File: config.mk
export PLATFORM = sky130hd
export DESIGN_NAME = c_bus_writeback
export DESIGN_NICKNAME = d
export VERILOG_FILES = /design/src/rtl/c_bus_writeback_pkg.sv /design/src/rtl/c_bus_writeback_wb_reg.sv /design/src/rtl/c_bus_writeback.sv
export SDC_FILE = /design/constraint.sdc
export NUM_CORES = 1
export LEC_CHECK = 0
export ABC_AREA = 1
export BUFFER_PORTS_ARGS = -buffer_cell sky130_fd_sc_hd__buf_4
export CAP_MARGIN = 20
export CORE_AREA = 2 2 183 95
export CTS_CLUSTER_DIAMETER = 50
export DETAILED_ROUTE_END_ITERATION = 8
export DIE_AREA = 0 0 185 97
export GPL_TIMING_DRIVEN = 0
export MAX_ROUTING_LAYER = met4
export PLACE_DENSITY = 0.8
export SYNTH_ARGS = -nofsm -noshare
export SYNTH_HDL_FRONTEND = slang
export SYNTH_SLANG_ARGS = --single-unit
File: constraint.sdc
create_clock -name clk -period 4.1 [get_ports clk]
set_input_delay 0.205 -clock clk [delete_from_list [all_inputs] [get_ports clk]]
set_output_delay 0.205 -clock clk [all_outputs]
set_load 0.01 [all_outputs]
File: src/rtl/c_bus_writeback_pkg.sv
// Shared definitions for the C-bus write-back block: bus select codes and default widths.
// The B-bus source mux uses the same select encoding.
package c_bus_writeback_pkg;

   localparam int unsigned DATA_W_DEF   = 24;
   localparam int unsigned NARROW_W_DEF = 8;

   typedef enum logic [3:0] {
      CB_NONE = 4'b0000,
      CB_MDR  = 4'b0001,
      CB_PC   = 4'b0010,
      CB_MBRU = 4'b0011,
      CB_L    = 4'b0100,
      CB_C1   = 4'b0101,
      CB_C2   = 4'b0110,
      CB_C3   = 4'b0111,
      CB_T    = 4'b1000,
      CB_E    = 4'b1001
   } cb_sel_e;

   // Codes that commit a register write; MBRU and 1010-1111 are not writable.
   function automatic logic cb_is_write(input logic [3:0] code);
      return (code == CB_MDR) || (code == CB_PC) ||
             ((code >= CB_L) && (code <= CB_E));
   endfunction

endpackage

File: src/rtl/c_bus_writeback_wb_reg.sv
// Single write-back register: synchronous reset, parallel load, +1 increment.
// Load takes priority over increment; increment wraps modulo 2^W.
module wb_reg #(
   parameter int unsigned W = 24
) (
   input  logic         clk,
   input  logic         reset,
   input  logic         load,
   input  logic [W-1:0] data,
   input  logic         inc,
   output logic [W-1:0] q
);

   always_ff @(posedge clk) begin
      if (reset) begin
         q <= '0;
      end else if (load) begin
         q <= data;
      end else if (inc) begin
         q <= q + W'(1);
      end
   end

endmodule

File: src/rtl/c_bus_writeback.sv
// Write-back end of the datapath: decodes C_bus_ctrl into one register write enable,
// holds MDR/PC/L/C1/C2/C3/T/E, and reports committed writes (wr_ack) and illegal codes (wr_err).
module c_bus_writeback
   import c_bus_writeback_pkg::*;
#(
   parameter int unsigned DATA_W   = DATA_W_DEF,
   parameter int unsigned NARROW_W = NARROW_W_DEF
) (
   input  logic                clk,
   input  logic                reset,
   input  logic [DATA_W-1:0]   C_bus,
   input  logic [3:0]          C_bus_ctrl,
   input  logic [3:0]          inc_ctrl,
   input  logic                mem_valid,
   input  logic [NARROW_W-1:0] mem_data,
   output logic [DATA_W-1:0]   L,
   output logic [DATA_W-1:0]   C1,
   output logic [DATA_W-1:0]   C2,
   output logic [DATA_W-1:0]   C3,
   output logic [DATA_W-1:0]   T,
   output logic [DATA_W-1:0]   E,
   output logic [NARROW_W-1:0] PC,
   output logic [NARROW_W-1:0] MDR,
   output logic                wr_ack,
   output logic                wr_err
);

   logic we_mdr, we_pc, we_l, we_c1, we_c2, we_c3, we_t, we_e;
   logic bad_code;
   logic cb_write;
   logic                mdr_load;
   logic [NARROW_W-1:0] mdr_data;
   logic [NARROW_W-1:0] c_bus_narrow;

   assign c_bus_narrow = C_bus[NARROW_W-1:0];

   // Destination decoder: at most one enable per cycle.
   always_comb begin
      we_mdr   = 1'b0;
      we_pc    = 1'b0;
      we_l     = 1'b0;
      we_c1    = 1'b0;
      we_c2    = 1'b0;
      we_c3    = 1'b0;
      we_t     = 1'b0;
      we_e     = 1'b0;
      bad_code = 1'b0;
      case (C_bus_ctrl)
         CB_NONE: ;
         CB_MDR:  we_mdr   = 1'b1;
         CB_PC:   we_pc    = 1'b1;
         CB_MBRU: bad_code = 1'b1;
         CB_L:    we_l     = 1'b1;
         CB_C1:   we_c1    = 1'b1;
         CB_C2:   we_c2    = 1'b1;
         CB_C3:   we_c3    = 1'b1;
         CB_T:    we_t     = 1'b1;
         CB_E:    we_e     = 1'b1;
         default: bad_code = 1'b1;
      endcase
   end

   assign cb_write = cb_is_write(C_bus_ctrl);

   // MDR: a C-bus write outranks a memory load arriving in the same cycle.
   always_comb begin
      mdr_load = we_mdr | mem_valid;
      mdr_data = we_mdr ? c_bus_narrow : mem_data;
   end

   always_ff @(posedge clk) begin
      if (reset) begin
         wr_ack <= 1'b0;
         wr_err <= 1'b0;
      end else begin
         wr_ack <= cb_write;
         wr_err <= wr_err | bad_code;
      end
   end

   wb_reg #(.W(NARROW_W)) u_mdr (
      .clk(clk), .reset(reset), .load(mdr_load), .data(mdr_data), .inc(1'b0), .q(MDR)
   );

   wb_reg #(.W(NARROW_W)) u_pc (
      .clk(clk), .reset(reset), .load(we_pc), .data(c_bus_narrow), .inc(inc_ctrl[0]), .q(PC)
   );

   wb_reg #(.W(DATA_W)) u_l (
      .clk(clk), .reset(reset), .load(we_l), .data(C_bus), .inc(1'b0), .q(L)
   );

   wb_reg #(.W(DATA_W)) u_c1 (
      .clk(clk), .reset(reset), .load(we_c1), .data(C_bus), .inc(inc_ctrl[1]), .q(C1)
   );

   wb_reg #(.W(DATA_W)) u_c2 (
      .clk(clk), .reset(reset), .load(we_c2), .data(C_bus), .inc(inc_ctrl[2]), .q(C2)
   );

   wb_reg #(.W(DATA_W)) u_c3 (
      .clk(clk), .reset(reset), .load(we_c3), .data(C_bus), .inc(inc_ctrl[3]), .q(C3)
   );

   wb_reg #(.W(DATA_W)) u_t (
      .clk(clk), .reset(reset), .load(we_t), .data(C_bus), .inc(1'b0), .q(T)
   );

   wb_reg #(.W(DATA_W)) u_e (
      .clk(clk), .reset(reset), .load(we_e), .data(C_bus), .inc(1'b0), .q(E)
   );

endmodule

==> run_summary.xml, run 1 <==
<?xml version="1.0" encoding="UTF-8"?>
<metrics>
  <group name="outcome">
    <metric name="status" unit="">finished clean</metric>
  </group>
  <group name="cells_and_area">
    <metric name="multi_input_comb_area" unit="um2">3960</metric>
    <metric name="drive_above_1_share" unit="">0.200</metric>
    <metric name="fin_nets" unit="">1463</metric>
    <metric name="instances_no_fill" unit="">1656</metric>
    <metric name="areaGrowthSynthToFinish" unit="%">29.2</metric>
    <metric name="diodes" unit="">0</metric>
    <metric name="layout.area.seq" unit="um2">3240</metric>
    <metric name="fillers" unit="">1416</metric>
  </group>
  <group name="power">
    <metric name="sequentialPowerShare" unit="">0.460</metric>
    <metric name="irDropWorstVdd" unit="mV">0.285</metric>
    <metric name="share_comb_of_total_power" unit="">0.113</metric>
    <metric name="power.internal" unit="mW">2.60</metric>
    <metric name="netSwitchingFraction" unit="">0.289</metric>
    <metric name="cellLeakagePower" unit="nW">4.51</metric>
    <metric name="p_sw" unit="mW">1.06</metric>
    <metric name="power.density_cell_area" unit="nW/um2">353</metric>
    <metric name="power.share.clock" unit="">0.426</metric>
  </group>
  <group name="sta">
    <metric name="hold_violations" unit="">0</metric>
    <metric name="finalCriticalPeriod" unit="ns">1.81</metric>
    <metric name="finClkSkew" unit="ns">0.00827</metric>
    <metric name="worst-slew-pin-transition" unit="ns">0.802</metric>
    <metric name="fin_setup_tns" unit="ns">0</metric>
    <metric name="grt_setup_unrepaired" unit="">false</metric>
    <metric name="timing.max_slew.rel_slack" unit="">0.465</metric>
    <metric name="timing.fmax" unit="MHz">553</metric>
    <metric name="slew_violations" unit="">0</metric>
    <metric name="fin_crit_sh" unit="">0.441</metric>
    <metric name="setup_viol" unit="">0</metric>
  </group>
  <group name="clock_tree">
    <metric name="clock_sink_count" unit="">162</metric>
    <metric name="cts-hold-fix-buffers" unit="">0</metric>
    <metric name="clkSlewWorstSetupHoldPaths" unit="ns">0.07</metric>
    <metric name="cts_htree_levels" unit="">4</metric>
    <metric name="cts-root-buf" unit="">clkbuf_16</metric>
    <metric name="cts_buffers" unit="">17</metric>
    <metric name="worstSkewPairLatency" unit="ns">0.43</metric>
    <metric name="post_cts_buffers" unit="">0</metric>
    <metric name="tritoncts_clock_tree" unit="">done</metric>
    <metric name="cts-root-to-sink-buffers" unit="">2</metric>
    <metric name="cts_repair_resize_count" unit="">0</metric>
  </group>
  <group name="floorplanning">
    <metric name="floorplan.die.width" unit="um">185</metric>
    <metric name="dieHeight" unit="um">97</metric>
    <metric name="fp.coreArea" unit="um2">16200</metric>
    <metric name="floorplan.initialDensity" unit="">0.496</metric>
    <metric name="floorplan.rows" unit="">33</metric>
    <metric name="ios" unit="">205</metric>
    <metric name="fp.dieArea" unit="um2">17900</metric>
  </group>
  <group name="detailed_routing">
    <metric name="count_of_tritonroute_iterations_in_the_first_routing_pass" unit="">6</metric>
    <metric name="detail_route.vias_per_cell" unit="">5.50</metric>
    <metric name="total_wire_length_after_detailed_routing" unit="mm">27.9</metric>
    <metric name="wl_per_cell" unit="um">16.9</metric>
    <metric name="detail_route.iter0.violations" unit="">886</metric>
    <metric name="via_count" unit="">9109</metric>
    <metric name="drc" unit="">0</metric>
    <metric name="ant_nets" unit="">0</metric>
  </group>
  <group name="global_route">
    <metric name="initial_antenna_violation_count" unit="">0</metric>
    <metric name="grt_pass1_wl" unit="mm">44.3</metric>
    <metric name="grt_util_met2" unit="">0.509</metric>
    <metric name="grt_use_met3" unit="">0.0516</metric>
    <metric name="gr-usage-all-layers" unit="">0.322</metric>
    <metric name="grt-ovfl-total" unit="">0</metric>
    <metric name="grt_pass1_vias" unit="">8352</metric>
    <metric name="grt_start_max_net_pins" unit="">18</metric>
    <metric name="met1_usage" unit="">0.428</metric>
    <metric name="grt.busiest_layer" unit="">met2</metric>
  </group>
  <group name="critical_path">
    <metric name="crit_path_max_incr_delay" unit="ns">0.45</metric>
    <metric name="ws_path_type" unit="">register to register</metric>
    <metric name="worst_path_max_delay_cell" unit="">dfxtp_1</metric>
    <metric name="crit_chain" unit="">ha_1 -&gt; nand2_1 -&gt; nor2_1 -&gt; nand2_1 -&gt; nor2_1 -&gt; nand2_1 -&gt; nand2_1 -&gt; nand3_1 -&gt; a21oi_1</metric>
    <metric name="worstSetupStartpointType" unit="">register</metric>
    <metric name="crit_path_frequent_cell" unit="">nand2_1</metric>
    <metric name="cp-end-kind" unit="">register</metric>
    <metric name="path_max_fanout" unit="">5</metric>
    <metric name="worst-endpoint-arrival" unit="ns">2.17</metric>
    <metric name="critical_path_required" unit="ns">4.46</metric>
  </group>
  <group name="job">
    <metric name="drv_cap" unit="">0</metric>
  </group>
  <group name="min_path">
    <metric name="hold_path.class" unit="">primary input to register</metric>
  </group>
  <group name="synth">
    <metric name="netlist_area" unit="um2">8030</metric>
    <metric name="post_synth_inst_count" unit="">1199</metric>
    <metric name="synth_fp_nets" unit="">1246</metric>
    <metric name="yosys.cell_types.count" unit="">32</metric>
    <metric name="postSynthAreaPerCell" unit="um2">6.69</metric>
    <metric name="synth-warning-count" unit="">0</metric>
    <metric name="ys_seq_area_frac" unit="">0.404</metric>
    <metric name="synth-seq-cells" unit="">162</metric>
  </group>
  <group name="place">
    <metric name="place.detailed.hpwl" unit="mm">21.1</metric>
    <metric name="dpl.cell_count" unit="">1624</metric>
    <metric name="routabilityCongestion" unit="">0.945</metric>
    <metric name="port_buffers" unit="">198</metric>
  </group>
</metrics>
==> power by group through the flow <==
stage / combinational (mW) / sequential, mW / clock [mW]
4_1_cts: 0.409 / 1.68 / 1.56
3_3_place_gp: 0.397 / 1.72 / 0
5_1_grt: 0.447 / 1.69 / 1.63
2_1_floorplan: 0.179 / 1.73 / 0
6_report: 0.415 / 1.68 / 1.56
3_5_place_dp: 0.406 / 1.72 / 0
==> cell usage after synthesis, drive strengths merged <==
master,count,share of area
nor2,146,0.075
xnor2,7,0.0076
nor3b,1,0.00094
o211ai,3,0.0028
o31ai,1,0.00094
ha,4,0.0062
o22ai,41,0.032
nand2,252,0.12
inv,160,0.075
a21oi,112,0.070
and2,1,0.00078
nor3,2,0.0012
buf,23,0.015
nand3b,4,0.0037
or2,1,0.00078
dfxtp,162,0.40
nand4,5,0.0047
o211a,1,0.0012
o21ai,115,0.072
nand3,85,0.053
o21bai,1,0.00094
a31oi,26,0.020
clkbuf,27,0.013
xor2,19,0.021
==> kinds of logic (layout without fill, tap and decap cells) <==
logic type      count (synthesis)  in the layout  synth area share
flops                         162            162             0.404
compound gates                300            300             0.200
buf+inv                       210            440             0.102
fa+ha+maj                       4              4           0.00624
xor+xnor                       26             26            0.0284
simple gates                  497            497             0.259
==> routing by layer <==
layer | routed length, um | vias up | share of wire
met5 | 0 | - | 0
met2 | 13100 | 443 | 0.47
li1 | - | 4357 | -
met3 | 2470 | 44 | 0.088
met1 | 11900 | 4265 | 0.43
met4 | 459 | 0 | 0.016
==> stage by stage <==
step / hold WS, ns / util / total power, mW / setup slack [ns] / area, um2
after detailed placement: 0.488 / 0.605 / 2.12 / 2.18 / 9800
after global placement: 0.463 / 0.605 / 2.11 / 2.20 / 9800
after CTS: 0.0714 / 0.641 / 3.65 / 2.30 / 10400
after floorplan: 0.340 / - / 1.91 / 2.59 / 8030
after global routing: 0.0807 / 0.641 / 3.77 / 2.12 / 10400
final: 0.0829 / 0.641 / 3.66 / 2.29 / 10400
==> final timing paths <==
path                             startpoint         end  slack (ns)  depth (start not counted)
worst min-delay path            mem_data[4]  u_mdr.q[4]        0.08                          3
worst min register to register   u_mdr.q[3]  u_mdr.q[3]        0.50                          2
worst max register to register    u_c3.q[1]  u_c3.q[18]        2.29                          9
worst max-delay path              u_c3.q[1]  u_c3.q[18]        2.29                          9
==> sequential cells by signal, indices dropped and copies added, names as in the netlist <==
name	flops
u_c1.q	24
u_c2.q	24
u_c3.q	24
u_e.q	24
u_l.q	24
u_mdr.q	8
u_pc.q	8
u_t.q	24
wr_ack	1
wr_err	1
==> cell type report <==
type                            instances  share of cell area
Clock inverter                         14              0.0140
Tap cell                              227              0.0274
Clock buffer                           18              0.0414
Sequential cell                       162               0.313
Buffer                                 50              0.0212
Inverter                              160              0.0579
Multi-Input combinational cell        827               0.382
Timing Repair Buffer                  198               0.143
==> cells in the final DEF (no fill, tap or decap), types with 2 or more instances in the layout <==
cell type | synthesis | final
nand4_1 | 4 | 4
ha_1 | 4 | 4
buf_4 | 2 | 200
nor2_4 | 3 | 3
clkbuf_1 | 27 | 28
nand2_2 | 6 | 6
o211ai_1 | 3 | 3
xor2_1 | 19 | 19
o21ai_1 | 5 | 5
buf_2 | 20 | 20
inv_1 | 147 | 147
a21oi_1 | 112 | 112
inv_8 | 0 | 5
inv_2 | 13 | 13
nand3b_1 | 4 | 4
clkinv_4 | 0 | 2
nand3_1 | 85 | 85
nor2_1 | 132 | 132
clkinv_8 | 0 | 2
clkbuf_16 | 0 | 17
a31oi_1 | 26 | 26
nand2_1 | 246 | 246
o22ai_1 | 41 | 41
nor3_1 | 2 | 2
inv_6 | 0 | 3
xnor2_1 | 7 | 7
nor2_2 | 11 | 11
dfxtp_1 | 162 | 162
o21ai_0 | 110 | 110
==> critical path, delay by kind of cell (launching register included) <==
kind                     cells  cell delay [ns]
AND/OR/NAND/NOR              7             0.91
AO/OA/AOI/OAI                1             0.12
flip-flops                   1             0.45
adder cells (fa/ha/maj)      1             0.27
(Power assumes the default switching activity.)
==> run 2, diff against run 1 <==
==> constraint.sdc (replaced) <==
create_clock -name clk -period 1.9 [get_ports clk]
set_input_delay 0.095 -clock clk [delete_from_list [all_inputs] [get_ports clk]]
set_output_delay 0.095 -clock clk [all_outputs]
set_load 0.01 [all_outputs]
==> run_summary.xml, run 2 (same netlist as run 1, synthesis figures left out) <==
<?xml version="1.0" encoding="UTF-8"?>
<metrics>
  <group name="detailed_routing">
    <metric name="ant_nets" unit="">0</metric>
    <metric name="wl_per_cell" unit="um">16.9</metric>
    <metric name="via_count" unit="">9200</metric>
    <metric name="drc" unit="">0</metric>
    <metric name="count_of_tritonroute_iterations_in_the_first_routing_pass" unit="">6</metric>
    <metric name="total_wire_length_after_detailed_routing" unit="mm">28.2</metric>
    <metric name="detail_route.iter0.violations" unit="">945</metric>
    <metric name="detail_route.vias_per_cell" unit="">5.52</metric>
  </group>
  <group name="sta">
    <metric name="finClkSkew" unit="ns">0.00992</metric>
    <metric name="fin_crit_sh" unit="">0.901</metric>
    <metric name="timing.max_slew.rel_slack" unit="">0.474</metric>
    <metric name="timing.fmax" unit="MHz">584</metric>
    <metric name="fin_setup_tns" unit="ns">0</metric>
    <metric name="hold_violations" unit="">0</metric>
    <metric name="finalCriticalPeriod" unit="ns">1.71</metric>
    <metric name="slew_violations" unit="">0</metric>
    <metric name="setup_viol" unit="">0</metric>
    <metric name="grt_setup_unrepaired" unit="">false</metric>
    <metric name="worst-slew-pin-transition" unit="ns">0.788</metric>
    <metric name="fin_ws" unit="ns">0.189</metric>
  </group>
  <group name="power">
    <metric name="irDropWorstVdd" unit="mV">0.617</metric>
    <metric name="power.density_cell_area" unit="nW/um2">754</metric>
    <metric name="cellLeakagePower" unit="nW">4.56</metric>
  </group>
  <group name="cells_and_area">
    <metric name="drive_above_1_share" unit="">0.200</metric>
    <metric name="layout_commonest_cell" unit="">nand2_1</metric>
    <metric name="finalInstanceArea" unit="um2">10500</metric>
    <metric name="areaGrowthSynthToFinish" unit="%">30.8</metric>
    <metric name="fin_nets" unit="">1475</metric>
    <metric name="diodes" unit="">0</metric>
    <metric name="layout_common_cells" unit="">nand2_1 (246), buf_4 (200), dfxtp_1 (162)</metric>
  </group>
  <group name="global_route">
    <metric name="gr-usage-all-layers" unit="">0.324</metric>
    <metric name="initial_antenna_violation_count" unit="">0</metric>
    <metric name="grt_pass1_vias" unit="">8430</metric>
    <metric name="grt_start_max_net_pins" unit="">18</metric>
    <metric name="grt-ovfl-total" unit="">0</metric>
    <metric name="grt_pass1_wl" unit="mm">44.6</metric>
  </group>
  <group name="floorplanning">
    <metric name="dieHeight" unit="um">97</metric>
    <metric name="floorplan.rows" unit="">33</metric>
    <metric name="floorplan.die.width" unit="um">185</metric>
    <metric name="floorplan.initialDensity" unit="">0.496</metric>
    <metric name="ios" unit="">205</metric>
    <metric name="fp.dieArea" unit="um2">17900</metric>
    <metric name="fp.coreArea" unit="um2">16200</metric>
  </group>
  <group name="clock_tree">
    <metric name="cts-root-to-sink-buffers" unit="">2</metric>
    <metric name="clock_sink_count" unit="">162</metric>
    <metric name="cts-root-buf" unit="">clkbuf_16</metric>
    <metric name="worstSkewPairLatency" unit="ns">0.42</metric>
    <metric name="post_cts_buffers" unit="">0</metric>
    <metric name="cts_htree_levels" unit="">4</metric>
    <metric name="cts_buffers" unit="">17</metric>
    <metric name="tritoncts_clock_tree" unit="">done</metric>
    <metric name="clkSlewWorstSetupHoldPaths" unit="ns">0.08</metric>
  </group>
  <group name="place">
    <metric name="postPlaceCellArea" unit="um2">9800</metric>
    <metric name="routabilityCongestion" unit="">0.945</metric>
    <metric name="dp_worst_setup_slack" unit="ns">0.0923</metric>
    <metric name="port_buffers" unit="">198</metric>
    <metric name="place.detailed.hpwl" unit="mm">21.1</metric>
  </group>
  <group name="critical_path">
    <metric name="critical_path_required" unit="ns">2.26</metric>
    <metric name="path_max_fanout" unit="">5</metric>
    <metric name="ws_path_type" unit="">register to register</metric>
    <metric name="worstSetupStartpointType" unit="">register</metric>
    <metric name="cp-end-kind" unit="">register</metric>
    <metric name="worst-endpoint-arrival" unit="ns">2.08</metric>
  </group>
  <group name="min_path">
    <metric name="hold_path.class" unit="">primary input to register</metric>
  </group>
  <group name="outcome">
    <metric name="status" unit="">finished clean</metric>
  </group>
  <group name="job">
    <metric name="drv_cap" unit="">0</metric>
  </group>
</metrics>
## run 2: worst max-delay path, cell delays in order (launching register included)
cell	delay, ns
dfxtp_1	0.45
ha_1	0.27
nand2_1	0.07
nor2_1	0.09
nand2_1	0.15
nor2_2	0.26
nand2_1	0.09
nand2_1	0.07
nand3_1	0.06
a21oi_1	0.12
## run 2: what timing repair did
item | in CTS | in global routing
hold buffers | 12 | 0
endpoints found under the setup margin | 0 | 4
endpoints found under the hold margin | 12 | 0
gates resized for setup | 0 | 2
## run 2: final timing paths
kind             start    endpoint  slack (ns)  depth (start not counted)
max          u_c3.q[1]  u_c3.q[18]        0.19                          9
min           C_bus[2]   u_pc.q[2]        0.03                          2
max reg2reg  u_c3.q[1]  u_c3.q[18]        0.19                          9
min reg2reg     wr_err      wr_err        0.50                          2
## run 2: power by group
part           switching [mW]  total, mW  internal [mW]
Sequential              0.118       3.63           3.52
Combinational           0.557      0.918          0.361
Clock                    1.61       3.37           1.75
## run 2: per-stage QoR
stage | power [mW] | hold WS (ns) | util | cells
CTS | 7.90 | 0.0197 | 0.648 | 1668
global placement | 4.56 | 0.399 | 0.605 | 1624
global route | 8.15 | 0.0289 | 0.649 | 1668
finish | 7.92 | 0.0283 | 0.649 | 1668
floorplan | 4.12 | 0.230 | - | 1199
detailed placement | 4.58 | 0.407 | 0.605 | 1624
## run 2: area by class of cell
class / instances / area, um2
timing repair buffer: 210 / 1610
sequential: 162 / 3240
clock buffer: 18 / 429
buffer: 50 / 220
inverter: 160 / 601
clock inverter: 14 / 145
fill: 1392 / 5690
tap: 227 / 284
multi-input combinational: 827 / 3970
## run 2: routing by layer
metal  vias to the layer above  share of wire  track usage
met5                         -              0            -
met4                         0          0.020       0.0958
met3                        55          0.091       0.0505
met2                       464           0.47        0.512
met1                      4298           0.42        0.430
li1                       4383              -            -
